--- src/rtl/mips_memory_access_unit_pkg.sv ---
// Mips_Memory_Access_Types: size codes, FSM states and lane geometry helpers shared by the load/store unit.
package Mips_Memory_Access_Types;
  typedef enum logic [1:0] {SIZE_BYTE, SIZE_HALF, SIZE_WORD, SIZE_DWORD} size_t;
  typedef enum logic [1:0] {IDLE, BEAT0, BEAT1, RESP} state_t;
  function automatic int lanes(input int data_width);
    return data_width / 8;
  endfunction
  function automatic int off_width(input int data_width);
    return $clog2(data_width / 8);
  endfunction
endpackage

--- src/rtl/mips_memory_access_unit_if.sv ---
// mips_memory_access_unit_if: request, memory-beat and response signals of the load/store unit.
interface mips_memory_access_unit_if #(parameter int DATA_WIDTH = 32, parameter int ADDR_WIDTH = 32);
  logic req_valid, req_ready, req_write, req_unsigned;
  logic [1:0] req_size;
  logic [ADDR_WIDTH-1:0] req_addr;
  logic [DATA_WIDTH-1:0] req_wdata;
  logic mem_valid, mem_ready, mem_write;
  logic [ADDR_WIDTH-1:0] mem_addr;
  logic [DATA_WIDTH/8-1:0] mem_byteEnable;
  logic [DATA_WIDTH-1:0] mem_wdata, mem_rdata;
  logic resp_valid, resp_error, busy;
  logic [DATA_WIDTH-1:0] resp_data;
  modport slave (
    input req_valid, req_write, req_size, req_unsigned, req_addr, req_wdata, mem_ready, mem_rdata,
    output req_ready, mem_valid, mem_write, mem_addr, mem_byteEnable, mem_wdata, resp_valid, resp_data, resp_error, busy
  );
  modport master (
    output req_valid, req_write, req_size, req_unsigned, req_addr, req_wdata, mem_ready, mem_rdata,
    input req_ready, mem_valid, mem_write, mem_addr, mem_byteEnable, mem_wdata, resp_valid, resp_data, resp_error, busy
  );
endinterface

--- src/rtl/mips_memory_access_unit_extend.sv ---
// mips_memory_access_extend: aligns the two-beat read window by byte offset, truncates to access size, sign/zero-extends.
module mips_memory_access_extend import Mips_Memory_Access_Types::*; #(parameter int DATA_WIDTH = 32) (
  input  logic [2*DATA_WIDTH-1:0]          data,
  input  logic [off_width(DATA_WIDTH)-1:0] offset,
  input  logic [1:0]                       size,
  input  logic                             is_unsigned,
  output logic [DATA_WIDTH-1:0]            result
);
  localparam int MSB_W = $clog2(DATA_WIDTH);
  logic [2*DATA_WIDTH-1:0] shifted;
  logic [DATA_WIDTH-1:0] low, keep;
  logic [MSB_W-1:0] msb;
  logic sign;
  always_comb begin
    shifted = data >> {offset, 3'b000};
    low = shifted[DATA_WIDTH-1:0];
    keep = (DATA_WIDTH'(1) << (8 << size)) - DATA_WIDTH'(1);
    msb = MSB_W'((8 << size) - 1);
    sign = !is_unsigned && low[msb];
    result = (low & keep) | (sign ? ~keep : '0);
  end
endmodule

--- src/rtl/mips_memory_access_unit.sv ---
// mips_memory_access_unit: load/store unit with valid/ready memory beats and extended load response.
// Define MIPS_MEMORY_ACCESS_UNALIGNED_EN to allow misaligned accesses (split into two beats when crossing a word).
module mips_memory_access_unit import Mips_Memory_Access_Types::*; #(
  parameter int DATA_WIDTH = 32,
  parameter int ADDR_WIDTH = 32
) (
  input logic clock,
  input logic reset,
  mips_memory_access_unit_if.slave bus
);
  localparam int LANES = lanes(DATA_WIDTH);
  localparam int OFF_W = off_width(DATA_WIDTH);
  state_t state, state_n;
  logic wr, uns, err, split, err_c;
  logic [1:0] size;
  logic [OFF_W-1:0] off, off_c;
  logic [ADDR_WIDTH-1:0] base;
  logic [2*LANES-1:0] mask, mask_c;
  logic [2*DATA_WIDTH-1:0] wdata, rdata;
  logic [DATA_WIDTH-1:0] ext;
  always_comb begin
    off_c = bus.req_addr[OFF_W-1:0];
    mask_c = (((2*LANES)'(1) << (1 << bus.req_size)) - (2*LANES)'(1)) << off_c;
`ifdef MIPS_MEMORY_ACCESS_UNALIGNED_EN
    err_c = (1 << bus.req_size) > LANES;
`else
    err_c = ((1 << bus.req_size) > LANES) || ((off_c & OFF_W'((1 << bus.req_size) - 1)) != '0);
`endif
  end
  always_comb begin
    state_n = state;
    case (state)
      IDLE:  if (bus.req_valid) state_n = err_c ? RESP : BEAT0;
      BEAT0: if (bus.mem_ready) state_n = split ? BEAT1 : RESP;
      BEAT1: if (bus.mem_ready) state_n = RESP;
      RESP:  state_n = IDLE;
    endcase
    bus.req_ready = state == IDLE;
    bus.busy = state != IDLE;
    bus.mem_valid = state == BEAT0 || state == BEAT1;
    bus.mem_write = bus.mem_valid && wr;
    bus.mem_addr = state == BEAT1 ? base + ADDR_WIDTH'(LANES) : state == BEAT0 ? base : '0;
    bus.mem_byteEnable = state == BEAT1 ? mask[2*LANES-1:LANES] : state == BEAT0 ? mask[LANES-1:0] : '0;
    bus.mem_wdata = state == BEAT1 ? wdata[2*DATA_WIDTH-1:DATA_WIDTH] : state == BEAT0 ? wdata[DATA_WIDTH-1:0] : '0;
    bus.resp_valid = state == RESP;
    bus.resp_error = state == RESP && err;
    bus.resp_data = (state == RESP && !wr && !err) ? ext : '0;
  end
  always_ff @(posedge clock) begin
    if (reset) state <= IDLE;
    else state <= state_n;
  end
  // Request fields are frozen at acceptance so mem outputs stay stable across wait states.
  always_ff @(posedge clock) begin
    if (state == IDLE && bus.req_valid) begin
      wr <= bus.req_write;
      size <= bus.req_size;
      uns <= bus.req_unsigned;
      off <= off_c;
      err <= err_c;
      base <= {bus.req_addr[ADDR_WIDTH-1:OFF_W], OFF_W'(0)};
      mask <= mask_c;
      split <= mask_c[2*LANES-1:LANES] != '0;
      wdata <= (2*DATA_WIDTH)'(bus.req_wdata) << {off_c, 3'b000};
    end
    if (state == BEAT0 && bus.mem_ready) rdata[DATA_WIDTH-1:0] <= bus.mem_rdata;
    if (state == BEAT1 && bus.mem_ready) rdata[2*DATA_WIDTH-1:DATA_WIDTH] <= bus.mem_rdata;
  end
  mips_memory_access_extend #(.DATA_WIDTH(DATA_WIDTH)) u_extend (
    .data(rdata), .offset(off), .size(size), .is_unsigned(uns), .result(ext)
  );
endmodule

--- src/flat_wrapper.sv ---
// flat-port wrapper written by rule: the top's interface ports become plain ports
module mips_memory_access_unit_flat import Mips_Memory_Access_Types::*;
#(
  parameter int DATA_WIDTH = 32,
  parameter int ADDR_WIDTH = 32
)
  (clock, reset, bus_req_valid, bus_req_write, bus_req_size, bus_req_unsigned, bus_req_addr, bus_req_wdata, bus_mem_ready, bus_mem_rdata, bus_req_ready, bus_mem_valid, bus_mem_write, bus_mem_addr, bus_mem_byteEnable, bus_mem_wdata, bus_resp_valid, bus_resp_data, bus_resp_error, bus_busy);
  mips_memory_access_unit_if #(.DATA_WIDTH(DATA_WIDTH), .ADDR_WIDTH(ADDR_WIDTH)) bus_i ();
  input logic clock;
  input logic reset;
  input wire logic [$bits(bus_i.req_valid)-1:0] bus_req_valid;
  input wire logic [$bits(bus_i.req_write)-1:0] bus_req_write;
  input wire logic [$bits(bus_i.req_size)-1:0] bus_req_size;
  input wire logic [$bits(bus_i.req_unsigned)-1:0] bus_req_unsigned;
  input wire logic [$bits(bus_i.req_addr)-1:0] bus_req_addr;
  input wire logic [$bits(bus_i.req_wdata)-1:0] bus_req_wdata;
  input wire logic [$bits(bus_i.mem_ready)-1:0] bus_mem_ready;
  input wire logic [$bits(bus_i.mem_rdata)-1:0] bus_mem_rdata;
  output wire logic [$bits(bus_i.req_ready)-1:0] bus_req_ready;
  output wire logic [$bits(bus_i.mem_valid)-1:0] bus_mem_valid;
  output wire logic [$bits(bus_i.mem_write)-1:0] bus_mem_write;
  output wire logic [$bits(bus_i.mem_addr)-1:0] bus_mem_addr;
  output wire logic [$bits(bus_i.mem_byteEnable)-1:0] bus_mem_byteEnable;
  output wire logic [$bits(bus_i.mem_wdata)-1:0] bus_mem_wdata;
  output wire logic [$bits(bus_i.resp_valid)-1:0] bus_resp_valid;
  output wire logic [$bits(bus_i.resp_data)-1:0] bus_resp_data;
  output wire logic [$bits(bus_i.resp_error)-1:0] bus_resp_error;
  output wire logic [$bits(bus_i.busy)-1:0] bus_busy;
  assign bus_i.req_valid = bus_req_valid;
  assign bus_i.req_write = bus_req_write;
  assign bus_i.req_size = bus_req_size;
  assign bus_i.req_unsigned = bus_req_unsigned;
  assign bus_i.req_addr = bus_req_addr;
  assign bus_i.req_wdata = bus_req_wdata;
  assign bus_i.mem_ready = bus_mem_ready;
  assign bus_i.mem_rdata = bus_mem_rdata;
  assign bus_req_ready = bus_i.req_ready;
  assign bus_mem_valid = bus_i.mem_valid;
  assign bus_mem_write = bus_i.mem_write;
  assign bus_mem_addr = bus_i.mem_addr;
  assign bus_mem_byteEnable = bus_i.mem_byteEnable;
  assign bus_mem_wdata = bus_i.mem_wdata;
  assign bus_resp_valid = bus_i.resp_valid;
  assign bus_resp_data = bus_i.resp_data;
  assign bus_resp_error = bus_i.resp_error;
  assign bus_busy = bus_i.busy;
  mips_memory_access_unit #(.DATA_WIDTH(DATA_WIDTH), .ADDR_WIDTH(ADDR_WIDTH)) u_core (.clock(clock), .reset(reset), .bus(bus_i));
endmodule
--- config.mk ---
export PLATFORM = sky130hd
export DESIGN_NAME = mips_memory_access_unit_flat
export DESIGN_NICKNAME = d
export VERILOG_FILES = /design/src/rtl/mips_memory_access_unit_pkg.sv /design/src/rtl/mips_memory_access_unit_if.sv /design/src/rtl/mips_memory_access_unit_extend.sv /design/src/rtl/mips_memory_access_unit.sv /design/src/flat_wrapper.sv
export SDC_FILE = /design/constraint.sdc
export NUM_CORES = 1
export LEC_CHECK = 0
export CORE_MARGIN = 2
export CORE_UTILIZATION = 50
export CTS_BUF_LIST = sky130_fd_sc_hd__clkbuf_8
export DETAILED_ROUTE_END_ITERATION = 10
export PLACE_DENSITY = 0.82
export SYNTH_ARGS = -nofsm -noshare
export SYNTH_HDL_FRONTEND = slang
export SYNTH_SLANG_ARGS = --single-unit
export TNS_END_PERCENT = 20
--- constraint.sdc ---
create_clock -name clock -period 6 [get_ports clock]
set_clock_uncertainty 0.2 [all_clocks]
set_input_delay 1.2 -clock clock [delete_from_list [all_inputs] [get_ports clock]]
set_output_delay 1.2 -clock clock [all_outputs]
set_load 0.01 [all_outputs]
# After elaboration in Yosys (flattened, before gate mapping)
# Cells that the tools add are included.
# totals
inputBits	104
output_inout_bits	106
ff_bits	176
# op_classes
add_sub_neg	5
eq_ne	6
n_lt_le_gt_ge	2
n_shift	7
mux	16
n_reduce_logical	18
bitwise	4
# op_table
operator	count
$mux 32	6
$shl 32x5->64	1
$shr 64x5->32	1
$add 32x3->32 const B	1
$and 32x32->32	1
$gt 32x4->1 const B	1
$not 32->32	1
$or 32x32->32	1
$shl 1x2->32 const A	1
$shl 1x32->32 const A	1
$shl 1x32->8 const A	1
$shl 4x2->32 const A	1
$sub 32x2->32 const B	1
$logic_and 1x1->1	8
$mux 2	4
$mux 4	2
$pmux 2 s4	1
$shl 8x2->8	1
$sub 8x2->8 const B	1
$lt 5x6->1 const B	1
$ne 2x2->1 const B	3
$bmux 1 s5	1
$sub 5x2->5 const B	1
$eq 2x2->1 const B	2
other kinds (10)	15

# Logic depth before layout (Yosys ltp)
# logic_depth
depth_word	8
depth_mapped	8

# Hierarchy
# From an unflattened synthesis, not the netlist that was laid out.
# hier_totals
hier_cells	653
area_unflattened_um2	8792.2
# modules_own_cells
module	area_each_um2	cells_each	n_inst	seq_area_each_um2
mips_memory_access_unit	7435.9	527	1	5024.8
mips_memory_access_extend	1356.3	126	1	0.0

# Worst setup path after synthesis
# No wires, ideal clock.
# synth_timing
path_type	in2reg
from	input bus_req_valid
to	register u_core.base[10] (enable)
path_buffers	0
required_time_ps	5328
slack_ps	1785
arrival_time_ps	3543
stages	1
path_cell_list	and2_1
# synth_via
elab_chain_len	1
# synth_rtl
element	line	rtl
start, declared	flat_wrapper.sv:11	input wire logic [$bits(bus_i.req_valid)-1:0] bus_req_valid;
$logic_and 1x1->1	mips_memory_access_unit.sv:55	if (state == IDLE && bus.req_valid) begin
end signal, assigned	mips_memory_access_unit.sv:61	base <= {bus.req_addr[ADDR_WIDTH-1:OFF_W], OFF_W'(0)};
end, declared	mips_memory_access_unit.sv:17	logic [ADDR_WIDTH-1:0] base;
# No other way between the ends.
# A chain may end at the register's enable or synchronous reset.

# Worst setup path in the final report
# layout_timing
from	register u_core.off[0]
to	output bus_resp_data[17]
# layout_via
elab_chain_len	7
# layout_rtl
element	line	rtl
start, declared	mips_memory_access_unit.sv:16	logic [OFF_W-1:0] off, off_c;
start signal, assigned	mips_memory_access_unit.sv:59	off <= off_c;
$shr 64x5->32 (*)	mips_memory_access_unit_extend.sv:15	shifted = data >> {offset, 3'b000};
$bmux 1 s5	mips_memory_access_unit_extend.sv:19	sign = !is_unsigned && low[msb];
$mux 1 (implied by the code)	mips_memory_access_unit_extend.sv:19	
$logic_and 1x1->1	mips_memory_access_unit_extend.sv:19	
$mux 32	mips_memory_access_unit_extend.sv:20	result = (low & keep) | (sign ? ~keep : '0);
$or 32x32->32 (*)	mips_memory_access_unit_extend.sv:20	
$mux 32 (*)	mips_memory_access_unit.sv:47	bus.resp_data = (state == RESP && !wr && !err) ? ext : '0;
end, declared	flat_wrapper.sv:26	output wire logic [$bits(bus_i.resp_data)-1:0] bus_resp_data;
# Every way passes the cells marked *; elsewhere a longest branch is shown, timed or not. The select of a mux whose other input is x is not followed.

==> results_dict.tcl <==
set metrics [dict create \
    grt_use_total 0.2279 \
    finalCritPeriodShare 0.7928 \
    wl_met3_um 1582 \
    area_growth_pct 33.28 \
    num_vias 6027 \
    slew_violations 0 \
    ctsRootBufferMaster "clkbuf_8" \
    wirelength_um 19730 \
    ctsLongestPathBuffers 2 \
    cp.required_ns 4.60 \
    layout.cells.non_filler 1074 \
    setup_tns_ns 0 \
    start_util 0.5086 \
    syn-cell-area_um2 8050 \
    place.gp.congestion 0.9009 \
    top_layer_used "met4" \
    final_nets 957 \
    rows 46 \
    synth_top_area_frac 0.5894 \
    grt_pass1_vias 5856 \
    routedWlPerCell_um 18.37 \
    max_slew_margin 0.2400 \
    drv_cap 0 \
    postCtsHoldBufs 0 \
    final_common_cell "clkdlybuf4s50_1" \
    p_leak_nw 4.013 \
    fmax_mhz 210.2 \
    yosys_warnings 0 \
    ys_ff_latch 160 \
    syn_inst 651 \
    grt_max_degree 69 \
    synth_area_per_cell_um2 12.37 \
    ys_seq_area_frac 0.5943 \
    fin_ws_ns 1.243 \
    yosysTopAreaCell "edfxtp_1" \
    cp-start-kind "flop" \
    drive_above_1_share 0.09674 \
    portBuffers 207 \
    ir_drop_uv 219.5 \
    yosys.cell_types.count 45 \
    cts_made_buffers 17 \
    final_core_util 0.6779 \
    die-height_um 130.9 \
    worstMarginPinSlew_ns 1.140 \
    fin_area_um2 10730 \
    crit_chain "mux4_2, mux2i_1, or4_4, o21ai_0, clkdlybuf4s50_1" \
    drc 0 \
    clock_latency_ns 0.43 \
    cts_setup_buffers 0 \
    synth-edff-count 158 \
    power_density_nw_per_um2 367.2 \
    async_reset_ff_frac 0 \
    htree_levels 4 \
    fin_hold_ws_ns 0.4040 \
    min_period_ns 4.757 \
    clock-sinks 160 \
    cp_max_fo 35 \
    core_region_area_um2 15830 \
    drt_iter0_markers 440 \
    crit_arrival_ns 3.36 \
    cts.clk_slew.worst_paths_ns 0.07 \
    critPathCaptureType "output pin" \
    antenna_found_initial 0 \
    dpl.hpwl_um 13810 \
    antenna_left 0 \
    status "complete, no violations" \
    rsz0062_at_grt "no" \
    avgViaCountPerCell 5.612 \
    p_total_mw 3.940 \
    cp_slowest_stage_delay_ns 1.04 \
    dp.cells 1042 \
    place_ws_ns 1.725 \
    wl_met2_um 9716 \
    die-width_um 130.9 \
    synth_ff_type "edfxtp_1" \
    drt_pass1_iterations 6 \
    met1_length_um 7914 \
    hold_path_class "reg -> reg" \
    cts.repair.resized 0 \
    cts_tree "yes" \
    setup_viol 0 \
    synth_area_leaders "edfxtp_1 (59%), mux2i_1 (9.1%), a22o_1 (4.4%)" \
    die_area_um2 17130 \
    place_area_um2 10270 \
    critPathSlowestCell "edfxtp_1" \
    num_io_pins 210 \
    grt_pass1_wl_um 29640 \
    grt_overflow 0 \
    antenna_cells 0 \
    critPathKind "reg -> out" \
    final_cell_mix "clkdlybuf4s50_1 (206), edfxtp_1 (158), mux2i_1 (73), nand2_1 (57), nor2_1 (57)" \
    final_hold_viol_count 0 \
]
worst paths after layout:
path	start	endpoint	slack, ns	depth (start not counted)
min reg2reg	u_core.state[1]$_SDFFE_PP0P_	u_core.state[1]$_SDFFE_PP0P_	0.40	2
max reg2reg	u_core.state[0]$_SDFFE_PP0P_	u_core.state[0]$_SDFFE_PP0P_	3.37	7
max	u_core.off[0]$_DFFE_PP_	bus_resp_data[17]	1.24	5
min	u_core.state[1]$_SDFFE_PP0P_	u_core.state[1]$_SDFFE_PP0P_	0.40	2
critical path: cells and delay by family (launching register included):
family / cells / cell delay [ns]
muxes: 2 / 0.49
buffers and inverters: 1 / 0.59
AOI/OAI and AO/OA: 1 / 0.17
DFF: 1 / 1.04
and+or+nand+nor: 1 / 0.63
synth_stat cells (all sizes together), types with 2 or more instances:
master,n
nand4,11
a22o,40
and2,27
mux2,25
nor4,3
nand2,57
nand2b,2
o21ai,38
nor2b,3
or2,3
o2111ai,2
o211ai,3
clkbuf,24
edfxtp,158
mux2i,73
mux4,2
o31ai,3
dfxtp,2
and3,13
inv,12
buf,16
a211oi,8
nor2,57
xnor2,3
nand3,10
a21oi,35
and4,2
ha,8
registers in the layout, indices dropped and copies added (netlist names):
register and flops:
u_core.base 30, u_core.mask 8, u_core.size 2, u_core.rdata 56
u_core.uns 1, u_core.state 2, u_core.split 1, u_core.wr 1
u_core.off 2, u_core.err 1, u_core.wdata 56
per-layer routing:
| metal | track usage | up-vias |
|---|---|---|
| met5 | 0 | - |
| met4 | 0.09199 | 0 |
| met3 | 0.07003 | 35 |
| met2 | 0.3790 | 262 |
| met1 | 0.2789 | 2892 |
| li1 | - | 2838 |
power breakdown:
group	switching (mW)	total (mW)	internal [mW]	leakage, nW
logic	0.746	1.44	0.690	2.27
registers	0.105	1.60	1.50	1.50
clock network	0.370	0.899	0.529	0.238
total	1.22	3.94	2.72	4.01
layout make-up:
cell class | count | area, µm²
clock buffers | 17 | 234.0
clock inverters | 15 | 225.2
fillers | 1126 | 5099
inverters | 13 | 48.80
multi-input cells | 439 | 3047
flip-flops and latches | 160 | 4785
well taps | 216 | 270.3
repair buffers | 214 | 2120
cell families (layout without fill, tap and decap cells):
kind of cell             Yosys count  in the layout  share of synthesized area
other                              1              2                  0.0004658
XOR/XNOR                           4              4                   0.004353
buffers and inverters             53            259                    0.02829
AO/OA/AOI/OAI                    134            134                     0.1136
multiplexers                     100            100                     0.1313
flip-flops                       160            160                     0.5943
adder cells (fa/ha/maj)            8              8                    0.01243
AND/OR/NAND/NOR                  191            191                     0.1152
Note: power is estimated with default switching activity, not from simulation.
